## config.mk

```make
export PLATFORM = sky130hd
export DESIGN_NAME = pixel_stream_out
export DESIGN_NICKNAME = d
export VERILOG_FILES = /design/src/rtl/pixel_stream_out.sv
export SDC_FILE = /design/constraint.sdc
export NUM_CORES = 1
export LEC_CHECK = 0
export ABC_AREA = 1
export CORE_MARGIN = 3
export CORE_UTILIZATION = 61
export DETAILED_ROUTE_END_ITERATION = 16
export PLACE_DENSITY = 0.82
export RECOVER_POWER = 25
export SLEW_MARGIN = 15
export SYNTH_ARGS = -nofsm -noshare
export SYNTH_HDL_FRONTEND = slang
export SYNTH_SLANG_ARGS = --single-unit
```

## constraint.sdc

```tcl
create_clock -name clk -period 3.3 [get_ports clk]
set_input_delay 0.825 -clock clk [delete_from_list [all_inputs] [get_ports clk]]
set_output_delay 0.825 -clock clk [all_outputs]
set_load 0.01 [all_outputs]
```

## src/rtl/pixel_stream_out.sv

```systemverilog
// ============================================================================
//  Module   : pixel_stream_out
//  Purpose  : FWFT pixel FIFO feeding an AXI4-Stream video output, with
//             SOF/EOL framing, early upstream stall and sticky drop flag.
//  Revision : 1.0  initial release
// ============================================================================
`default_nettype none

module pixel_stream_out #(
    parameter int X_RES      = 640,
    parameter int Y_RES      = 480,
    parameter int FIFO_DEPTH = 16,
    parameter int PIPE_SLACK = 6
) (
    input  logic        clk,
    input  logic        rst,
    input  logic        valid_in,
    input  logic [23:0] shade_in,
    output logic        stall_out,
    output logic [31:0] m_axis_tdata,
    output logic        m_axis_tvalid,
    input  logic        m_axis_tready,
    output logic        m_axis_tlast,
    output logic        m_axis_tuser,
    output logic        frame_done,
    output logic        overflow,
    input  logic        clear_overflow
);

    localparam int c_aw = $clog2(FIFO_DEPTH);
    localparam int c_cw = c_aw + 1;
    localparam int c_xw = (X_RES > 1) ? $clog2(X_RES) : 1;
    localparam int c_yw = (Y_RES > 1) ? $clog2(Y_RES) : 1;

    localparam logic [c_cw-1:0] c_depth     = c_cw'(FIFO_DEPTH);
    localparam logic [c_cw-1:0] c_stall_th  = c_cw'(FIFO_DEPTH - PIPE_SLACK);
    localparam logic [c_cw-1:0] c_cnt_zero  = '0;
    localparam logic [c_aw-1:0] c_ptr_one   = c_aw'(1);
    localparam logic [c_xw-1:0] c_x_last    = c_xw'(X_RES - 1);
    localparam logic [c_yw-1:0] c_y_last    = c_yw'(Y_RES - 1);
    localparam logic [c_xw-1:0] c_x_one     = c_xw'(1);
    localparam logic [c_yw-1:0] c_y_one     = c_yw'(1);

    logic [23:0]     mem_q [FIFO_DEPTH];
    logic [c_aw-1:0] wr_ptr_q, wr_ptr_d;
    logic [c_aw-1:0] rd_ptr_q, rd_ptr_d;
    logic [c_cw-1:0] count_q, count_d;
    logic [c_xw-1:0] x_q, x_d;
    logic [c_yw-1:0] y_q, y_d;
    logic            stall_q, stall_d;
    logic            overflow_q, overflow_d;
    logic            frame_done_q, frame_done_d;

    logic w_empty;
    logic w_full;
    logic w_rd_en;
    logic w_wr_en;
    logic w_drop;
    logic w_x_last;
    logic w_y_last;

    assign w_empty  = (count_q == c_cnt_zero);
    assign w_full   = (count_q == c_depth);
    assign w_rd_en  = !w_empty && m_axis_tready;
    // A full FIFO still takes a pixel when the head leaves in the same cycle.
    assign w_wr_en  = valid_in && (!w_full || w_rd_en);
    assign w_drop   = valid_in && w_full && !w_rd_en;
    assign w_x_last = (x_q == c_x_last);
    assign w_y_last = (y_q == c_y_last);

    always_comb begin
        wr_ptr_d     = wr_ptr_q;
        rd_ptr_d     = rd_ptr_q;
        count_d      = count_q;
        x_d          = x_q;
        y_d          = y_q;
        overflow_d   = overflow_q;
        frame_done_d = 1'b0;

        if (w_wr_en) begin
            wr_ptr_d = wr_ptr_q + c_ptr_one;
        end
        if (w_rd_en) begin
            rd_ptr_d = rd_ptr_q + c_ptr_one;
        end
        count_d = count_q + {{(c_cw-1){1'b0}}, w_wr_en} - {{(c_cw-1){1'b0}}, w_rd_en};

        if (w_rd_en) begin
            if (w_x_last) begin
                x_d = '0;
                y_d = w_y_last ? '0 : (y_q + c_y_one);
                frame_done_d = w_y_last;
            end else begin
                x_d = x_q + c_x_one;
            end
        end

        // Drop beats clear so a loss in the clearing cycle is never hidden.
        if (w_drop) begin
            overflow_d = 1'b1;
        end else if (clear_overflow) begin
            overflow_d = 1'b0;
        end

        stall_d = (count_d >= c_stall_th);
    end

    always_ff @(posedge clk or negedge rst) begin
        if (!rst) begin
            wr_ptr_q     <= '0;
            rd_ptr_q     <= '0;
            count_q      <= '0;
            x_q          <= '0;
            y_q          <= '0;
            stall_q      <= 1'b0;
            overflow_q   <= 1'b0;
            frame_done_q <= 1'b0;
        end else begin
            wr_ptr_q     <= wr_ptr_d;
            rd_ptr_q     <= rd_ptr_d;
            count_q      <= count_d;
            x_q          <= x_d;
            y_q          <= y_d;
            stall_q      <= stall_d;
            overflow_q   <= overflow_d;
            frame_done_q <= frame_done_d;
        end
    end

    always_ff @(posedge clk) begin
        if (w_wr_en) begin
            mem_q[wr_ptr_q] <= shade_in;
        end
    end

    assign m_axis_tvalid = !w_empty;
    assign m_axis_tdata  = m_axis_tvalid ? {8'h00, mem_q[rd_ptr_q]} : 32'h0;
    assign m_axis_tuser  = m_axis_tvalid && (x_q == '0) && (y_q == '0);
    assign m_axis_tlast  = m_axis_tvalid && w_x_last;
    assign stall_out     = stall_q;
    assign overflow      = overflow_q;
    assign frame_done    = frame_done_q;

endmodule

`default_nettype wire

```

# Word level (Yosys, flattened, before mapping)
# Memory sizes are Yosys's and may differ from the RTL's.
# Cells that the tools add are included.
[totals]
in_bits = 29
regBits = 35
ram_bits = 384
mem_count = 1
elab_cells = 44
[op_classes]
n_eq_ne = 3
n_mux = 9
n_addsub = 6
order_cmp = 1
reduce_logical = 16
[mem_list]
columns = ["memory", "words", "word_bits", "rd", "rd_ports_with_merged_regs", "wr", "line", "source"]
rows = [
  ["mem_q", 16, 24, 1, 0, 1, "44", "logic [23:0] mem_q [FIFO_DEPTH];"],
]
[ops]
columns = ["cell", "n"]
rows = [
  ["$mux 24", 1],
  ["$add 10x1->10 const B", 1],
  ["$eq 10x10->1 const B", 1],
  ["$logic_not 10->1", 1],
  ["$mux 10", 1],
  ["$add 9x1->9 const B", 1],
  ["$eq 9x9->1 const B", 1],
  ["$logic_not 9->1", 1],
  ["$mux 9", 1],
  ["$add 4x1->4 const B", 2],
  ["$logic_and 1x1->1", 7],
  ["$mux 1", 6],
  ["$add 5x1->5", 1],
  ["$eq 5x5->1 const B", 1],
  ["$ge 5x4->1 const B", 1],
  ["$logic_not 5->1", 1],
  ["$sub 5x1->5", 1],
  ["$logic_not 1->1", 3],
  ["$reduce_and 2->1", 1],
  ["$reduce_bool 2->1", 1],
  ["$logic_or 1x1->1", 1],
]

# Longest topological paths before layout
# Gate-level depths: netlist of the first run.
[depth]
word_depth = 8
mapped_depth = 16
ltp_nobuf = 15

# Worst setup path before layout of the first run
# OpenSTA, ideal clock, no wires.
[synth_path]
path_type = "reg2reg"
startpoint = "reg count_q[3]"
endpoint = "reg stall_q (netlist: stall_out)"
setup_ns = 0.125
t_arrival_ns = 2.562
stages_incl_launch_ff = 17
path_buffers = 1
required_ns = 3.175
path_slack_ns = 0.614
path_cell_list = "dfrtp_1 -> inv_1 -> ha_1 -> nand4_4 -> nand2_4 -> inv_1 -> buf_2 -> ha_1 -> inv_1 -> ha_1 -> fa_1 -> nand2_1 -> inv_1 -> nor2_1 -> o21bai_1 -> xor2_1 -> nand2_1"
[synth_via]
elab_chain_cells = 8
elab_cells_between_ends = 10
cone_classes = "2 x add/sub; 1 x order compare; 1 x eq/ne; 6 x reduce/logical"
[synth_rtl]
columns = ["element", "line", "source"]
rows = [
  ["start, declared", "47", "logic [c_cw-1:0] count_q, count_d;"],
  ["start signal, assigned", "121", "count_q <= count_d;"],
  ["$logic_not 5->1 *", "62", "assign w_empty = (count_q == c_cnt_zero);"],
  ["$logic_not 1->1 *", "-", ""],
  ["via m_axis_tvalid", "21", "output logic m_axis_tvalid,"],
  ["$logic_and 1x1->1 *", "64", "assign w_rd_en = !w_empty && m_axis_tready;"],
  ["via w_rd_en", "56", "logic w_rd_en;"],
  ["$logic_or 1x1->1", "66", "assign w_wr_en = valid_in && (!w_full || w_rd_en);"],
  ["$logic_and 1x1->1", "66", ""],
  ["$add 5x1->5", "86", "count_d = count_q + {{(c_cw-1){1'b0}}, w_wr_en} - {{(c_cw-1){1'b0}}, w_rd_en};"],
  ["$sub 5x1->5 *", "86", ""],
  ["$ge 5x4->1 *", "105", "stall_d = (count_d >= c_stall_th);"],
  ["via stall_d", "50", "logic stall_q, stall_d;"],
  ["end signal, assigned", "124", "stall_q <= stall_d;"],
  ["end, declared", "50", ""],
]
# Mark *: on every way through the listed nets, which the timed path passes. The rest lies on a longest branch.
# A chain may end at the register's enable or synchronous reset.

# Worst setup path in the final report of the first run
[layout_path]
startpoint = "reg rd_ptr_q[0]"
endpoint = "out m_axis_tdata[21]"
[layout_via]
elab_chain_cells = 2
[layout_rtl]
columns = ["element", "line", "source"]
rows = [
  ["start, declared", "46", "logic [c_aw-1:0] rd_ptr_q, rd_ptr_d;"],
  ["start signal, assigned", "120", "rd_ptr_q <= rd_ptr_d;"],
  ["$mem_v2 16x24", "-", ""],
  ["$mux 24", "137", "assign m_axis_tdata = m_axis_tvalid ? {8'h00, mem_q[rd_ptr_q]} : 32'h0;"],
  ["end, declared", "20", "output logic [31:0] m_axis_tdata,"],
]
# Every way passes these cells.

==> results.sh, run 1 <==
export IMPL_synthAdderAreaFrac=0.0118
export IMPL_drtPass1Iterations=5
export IMPL_via_per_inst=6.06
export IMPL_synth_async_sr_flop_share=0.0835
export IMPL_finalClockSkew_ns=0.0307
export IMPL_cts_buffers=41
export IMPL_powerDensity_nw_per_um2=893
export IMPL_syn_avg_cell_area_um2=11.6
export IMPL_clkTransAtPathRegs_ns=0.06
export IMPL_yosysTopAreaCell="edfxtp_1"
export IMPL_setup_viol=0
export IMPL_cp_arrival_ns=2.44
export IMPL_die_area_um2=31000
export IMPL_fp_coreArea_um2=28200
export IMPL_cap_violations=1
export IMPL_dieWidth_um=176
export IMPL_antenna_found_initial=1
export IMPL_maxSlewViolCount=36
export IMPL_cts_tree="yes"
export IMPL_status="finished, violations left"
export IMPL_synth_warnings=0
export IMPL_fin_crit_ns=3.26
export IMPL_cts_hold_buf=0
export IMPL_rows=61
export IMPL_initial_core_util=0.627
export IMPL_dp_cells=1924
export IMPL_drc=0
export IMPL_die_h_um=176
export IMPL_fin_total_pwr_mw=18.2
export IMPL_fmax_ghz=0.306
export IMPL_rrSetupSlack_ns=0.60
export IMPL_hold_viol_final=0
export IMPL_synth_top_family_by_area="simple AND/OR/NAND/NOR gates"
export IMPL_synth_top_cells_by_area="edfxtp_1, nand2_1, nand3_1"
export IMPL_path_max_fanout=38
export IMPL_worst_setup_path_start_kind="flip-flop"
export IMPL_worstMarginPinSlew_ns=1.89
export IMPL_power_leakage_nw=7.71
export IMPL_slew_headroom=-0.263
export IMPL_worstHoldStart="count_q[0]"
export IMPL_cts_root_buffer="clkbuf_16"
export IMPL_syn_to_final_growth_pct=15.2
export IMPL_synth_xor_area_frac=0.00836
export IMPL_yosysSeqAreaShare=0.702
export IMPL_synthTopCellsByCount="nand2_1, edfxtp_1, nand3_1"
export IMPL_dpl_hpwl_mm=22.0
export IMPL_nets=1647
export IMPL_syn_area_um2=17700
export IMPL_yosys_area_share_simple=0.216
export IMPL_worstSetupPathType="flip-flop to output port"
export IMPL_drtAntennaViolNets=0
export IMPL_grt_max_degree=61
export IMPL_track_usage=0.272
export IMPL_htree_levels=2
export IMPL_critPathRequiredTime_ns=2.47
export IMPL_postRouteWirelength_mm=42.4
export IMPL_crit_path_end_kind="output port"
export IMPL_hp_class="flip-flop to flip-flop"
export IMPL_synthCells=1520
export IMPL_violations="capacitance limit, slew limit"
export IMPL_yosysMostFrequentCell="nand2_1"
export IMPL_clockBufferDepth=3
export IMPL_min_period_over_period=0.989
export IMPL_grt_overflow=0
export IMPL_place_ws_ns=0.0531
export IMPL_crit_start="rd_ptr_q[0]"
export IMPL_ys_types=41
export IMPL_ys_flop_type="edfxtp_1"
export IMPL_worst_slack_ns=0.0369
export IMPL_fin_util=0.722
export IMPL_vias=12189
export IMPL_stdcell_count=2012
export IMPL_ys_seq_elements=419
export IMPL_place_gp_congestion=0.844
export IMPL_ios=67
export IMPL_clock_latency_ns=0.55
export IMPL_synth_mux_area_frac=0
export IMPL_yosysTopAreaCellShare=0.653
export IMPL_grt_pass1_wl_mm=64.6
export IMPL_peakVddDrop_mv=0.631
export IMPL_synth_edf_count=384
export IMPL_reg2reg_from="count_q[3]"
export IMPL_wire_per_inst_um=21.1
export IMPL_grt_pass1_vias=12084
export IMPL_synth_compound_area_frac=0.0145
export IMPL_cts_sinks=419
export IMPL_fillCellCount=1716
export IMPL_antenna_cells=0
export IMPL_port_buffer_count=58
export IMPL_drt_iter0_drc=1678
export IMPL_drive_above_1_share=0.108
## per-stage QoR
stage          instance area (um2)  hold slack, ns  TNS, ns
3_5_place_dp                 18800           0.510        0
3_3_place_gp                 18800           0.500        0
5_1_grt                      20300           0.547  -0.0704
2_1_floorplan                17700           0.478        0
6_report                     20300           0.525        0
4_1_cts                      20300           0.402        0
## where the power goes
part           internal [mW]  switching (mW)  leakage (nW)
logic                   2.42            4.45          3.16
registers               6.41           0.243          3.89
clock network           2.69            1.93         0.652
## per-layer routing
layer | part of all wire | vias up | routed length [um] | global-route usage
met5 | 0.00017 | - | 7 | 0
met1 | 0.35 | 5700 | 14700 | 0.353
met3 | 0.12 | 169 | 5270 | 0.0609
li1 | - | 5426 | - | -
met4 | 0.042 | 2 | 1770 | 0.128
met2 | 0.49 | 892 | 20600 | 0.443
## worst max-delay path: stages, from the launching register on
cell	delay (ns)
dfrtp_4	0.53
buf_12	0.13
buf_16	0.19
nand2_1	0.13
nand3_1	0.12
nand3_1	0.09
nand2_1	0.13
nand2_1	0.08
a21oi_2	0.21
dlygate4sd2_1	0.29
## final cells by class
class,count,area [um2],share of cell area
repair buffers,124,1370,0.0674
well taps,378,473,0.0233
clock inverters,26,230,0.0113
multi-input cells,976,4580,0.225
clock buffers,49,1100,0.0540
flip-flops and latches,419,12400,0.610
inverters,40,173,0.00849
## flip-flops by register name (all words and copies together), names as in the netlist
name        flops
count_q         5
frame_done      1
mem_q         384
overflow        1
rd_ptr_q        4
stall_out       1
wr_ptr_q        4
x_q            10
y_q             9
## cells by family after synthesis
logic type / count (synthesis)
simple gates: 889
flops: 419
buf+inv: 132
compound gates: 47
xor+xnor: 16
fa+ha+maj: 16
other cells: 1
## worst paths after layout
check,cells past startpoint,to
setup reg to reg,15,stall_out
min in group asynchronous,1,y_q[7]
max in group asynchronous,1,rd_ptr_q[1]
setup / recovery,9,m_axis_tdata[21]
hold / removal,1,count_q[0]
hold reg to reg,1,count_q[0]
## repair_timing
action,in CTS,in global routing
gates cloned,3,1
pin swaps,1,0
endpoints found under the setup margin,25,17
setup buffers,5,4
resized for setup,42,25
## layout by cell type, fill, tap and decap left out, types with 4 or more instances in the layout
| master | count |
|---|---|
| edfxtp_1 | 384 |
| bufinv_16 | 4 |
| clkbuf_1 | 7 |
| buf_4 | 40 |
| nand4_1 | 4 |
| ha_1 | 15 |
| clkdlybuf4s50_1 | 19 |
| dlygate4sd3_1 | 14 |
| xor2_1 | 11 |
| a21oi_2 | 6 |
| nand3_1 | 305 |
| o21ai_0 | 15 |
| buf_12 | 13 |
| nand2_1 | 526 |
| clkinv_1 | 12 |
| clkbuf_16 | 44 |
| xnor2_1 | 4 |
| clkinv_2 | 7 |
| inv_1 | 33 |
| clkbuf_2 | 9 |
| conb_1 | 8 |
| buf_6 | 4 |
| dfrtp_1 | 32 |
| buf_16 | 7 |
| dlygate4sd2_1 | 12 |
| inv_6 | 4 |
| nor2_4 | 17 |
| a21oi_1 | 21 |
| nor2_1 | 19 |
No activity file was read; power rests on OpenSTA's default activity.
==> run 2, diff against run 1 <==
--- a/config.mk
+++ b/config.mk
@@ -6,8 +6,10 @@
 export NUM_CORES = 1
 export LEC_CHECK = 0
 export ABC_AREA = 1
+export CORE_ASPECT_RATIO = 0.75
 export CORE_MARGIN = 3
 export CORE_UTILIZATION = 61
+export CTS_BUF_LIST = sky130_fd_sc_hd__clkbuf_16
 export DETAILED_ROUTE_END_ITERATION = 16
 export PLACE_DENSITY = 0.82
 export RECOVER_POWER = 25
==> run 2 against run 1 <==
Effect of this change:
- clock power down 7.1%
- worst hold slack worse by 0.0058 ns
- largest power group unchanged
- the flow still finishes with violations (capacitance limit, slew limit)
- first-iteration DRC count down 16%
- wire length up 1.4%
- combinational power up 1%
==> results.sh, run 2 (synthesized netlist as in run 1, its figures left out) <==
export IMPL_ios=67
export IMPL_drc=0
export IMPL_slew_headroom=-0.301
export IMPL_power_leakage_nw=7.70
export IMPL_setup_tns_ns=0
export IMPL_path_cells="buf_4 -> inv_6 -> buf_4 -> buf_12 -> nand2_1 -> nand3_1 -> nand3_1 -> nand2_1 -> nand2_1 -> a21oi_2 -> clkbuf_2"
export IMPL_port_buffer_count=58
export IMPL_violations="capacitance limit, slew limit"
export IMPL_cts_root_buffer="clkbuf_16"
export IMPL_grt_max_degree=99
export IMPL_cts_buffers=40
export IMPL_status="finished, violations left"
export IMPL_top_regs="mem_q: 384 flops, x_q: 10 flops, y_q: 9 flops"
export IMPL_intPower_mw=11.3
export IMPL_critPathRequiredTime_ns=2.47
export IMPL_drtAntennaViolNets=0
export IMPL_htree_levels=2
export IMPL_vias=12065
export IMPL_mostFrequentLayoutCell="nand2_1"
export IMPL_crit_slowest_cell="dfrtp_4"
export IMPL_cts_sinks=419
export IMPL_peakVddDrop_mv=0.570
export IMPL_fp_coreArea_um2=28200
export IMPL_power_frac_seq=0.372
export IMPL_via_per_inst=5.98
export IMPL_min_period_over_period=0.983
export IMPL_sw_frac_of_total=0.370
export IMPL_p_sw_mw=6.63
export IMPL_die_h_um=153
export IMPL_crit_path_end_kind="output port"
export IMPL_p_clk_frac=0.240
export IMPL_grt_overflow=0
export IMPL_cap_violations=1
export IMPL_maxSlewViolCount=36
export IMPL_grt_pass1_wl_mm=66.8
export IMPL_holdWs_ns=0.519
export IMPL_path_max_fanout=21
export IMPL_largest_reg_flops=384
export IMPL_most_common_layout_cells="nand2_1, edfxtp_1, nand3_1, clkbuf_16, inv_1"
export IMPL_fillCellCount=1811
export IMPL_wire_per_inst_um=21.3
export IMPL_drtPass1Iterations=6
export IMPL_drive_above_1_share=0.104
export IMPL_nets=1646
export IMPL_powerDensity_nw_per_um2=882
export IMPL_dpl_hpwl_mm=22.9
export IMPL_clock_latency_ns=0.54
export IMPL_initial_core_util=0.625
export IMPL_cp_arrival_ns=2.42
export IMPL_syn_to_final_growth_pct=15.1
export IMPL_worst_setup_path_start_kind="flip-flop"
export IMPL_setup_viol=0
export IMPL_cts_tree="yes"
export IMPL_clockBufferDepth=3
export IMPL_place_area_um2=18800
export IMPL_grt_pass1_vias=11892
export IMPL_worstSetupPathType="flip-flop to output port"
export IMPL_cts_hold_buf=0
export IMPL_hp_class="flip-flop to flip-flop"
export IMPL_antenna_found_initial=1
export IMPL_fmax_ghz=0.308
export IMPL_fin_area_um2=20300
export IMPL_place_gp_congestion=0.835
export IMPL_hold_viol_final=0
export IMPL_die_area_um2=31100
export IMPL_finalClockSkew_ns=0.0195
export IMPL_combPwrFrac=0.388
export IMPL_fin_crit_ns=3.25
export IMPL_postRouteWirelength_mm=42.9
export IMPL_max_stage_delay_ns=0.57
export IMPL_track_usage=0.279
export IMPL_top_register="mem_q"
export IMPL_clkTransAtPathRegs_ns=0.06
export IMPL_dieWidth_um=202
export IMPL_path_common_cell="nand2_1"
export IMPL_drt_iter0_drc=1402
export IMPL_worstMarginPinSlew_ns=1.95
export IMPL_rows=53
export IMPL_fin_total_pwr_mw=17.9
run 2: cell count changes in the layout (fill, tap and decap cells not counted), sizes merged, moves of 2 or more:
cell | before | now
clkdlybuf4s50 | 19 | 21
bufbuf | 1 | 3
inv | 41 | 44
dlygate4sd2 | 12 | 14
buf | 64 | 61
clkbuf | 60 | 49
clkinv | 20 | 24
bufinv | 4 | 2
run 2: timing repair:
item                       CTS  global route
cloned                       6             0
resized for setup           44            22
buffers inserted             7             2
pin swaps                    0             3
setup endpoints to repair   25            16
run 2: final cells by class:
type | count | area [um2] | area share
well taps | 385 | 482 | 0.0237
diodes | 1 | 2.50 | 0.000123
multi-input cells | 976 | 4600 | 0.226
clock inverters | 30 | 181 | 0.00893
flip-flops and latches | 419 | 12400 | 0.611
repair buffers | 123 | 1430 | 0.0704
repair inverters | 1 | 8.76 | 0.000431
inverters | 40 | 180 | 0.00887
clock buffers | 41 | 1030 | 0.0505
run 2: worst max-delay path, delay by kind of cell, from the launching register on:
family          cells  cell delay, ns
flops               1            0.57
compound gates      1            0.24
buf+inv             5            0.69
simple gates        5            0.39
run 2: final timing paths:
path | end | cells past startpoint | startpoint | slack [ns]
max | m_axis_tdata[20] | 11 | rd_ptr_q[0] | 0.05
min | overflow | 2 | overflow | 0.52
max reg2reg | stall_out | 16 | count_q[2] | 0.34
min reg2reg | overflow | 2 | overflow | 0.52
max in group asynchronous | rd_ptr_q[1] | 2 | rst | 0.54
min in group asynchronous | count_q[3] | 2 | rst | 1.39
run 2: per-layer routing:
| layer | wire length, um | vias to the layer above | share of wire | track usage |
|---|---|---|---|---|
| met1 | 16500 | 5767 | 0.38 | 0.391 |
| met5 | 13 | - | 0.00030 | 0 |
| met3 | 4630 | 129 | 0.11 | 0.0549 |
| met2 | 20400 | 739 | 0.47 | 0.440 |
| met4 | 1400 | 2 | 0.033 | 0.106 |
| li1 | - | 5428 | - | - |
run 2: power groups by stage:
stage | registers, mW | logic [mW] | clock network (mW)
2_1_floorplan | 6.66 | 4.40 | 0
3_3_place_gp | 6.76 | 6.30 | 0
3_5_place_dp | 6.78 | 6.49 | 0
4_1_cts | 6.66 | 6.87 | 4.31
5_1_grt | 6.71 | 7.54 | 4.57
6_report | 6.67 | 6.95 | 4.30
run 2: per-stage QoR:
step                      setup WS [ns]  std cells   util
after global placement            0.104       1929  0.667
after CTS                       -0.0228       2013  0.719
after floorplan                   0.614       1527      -
after global routing           -0.00136       2015  0.719
final                            0.0546       2016  0.719
after detailed placement         0.0108       1929  0.667
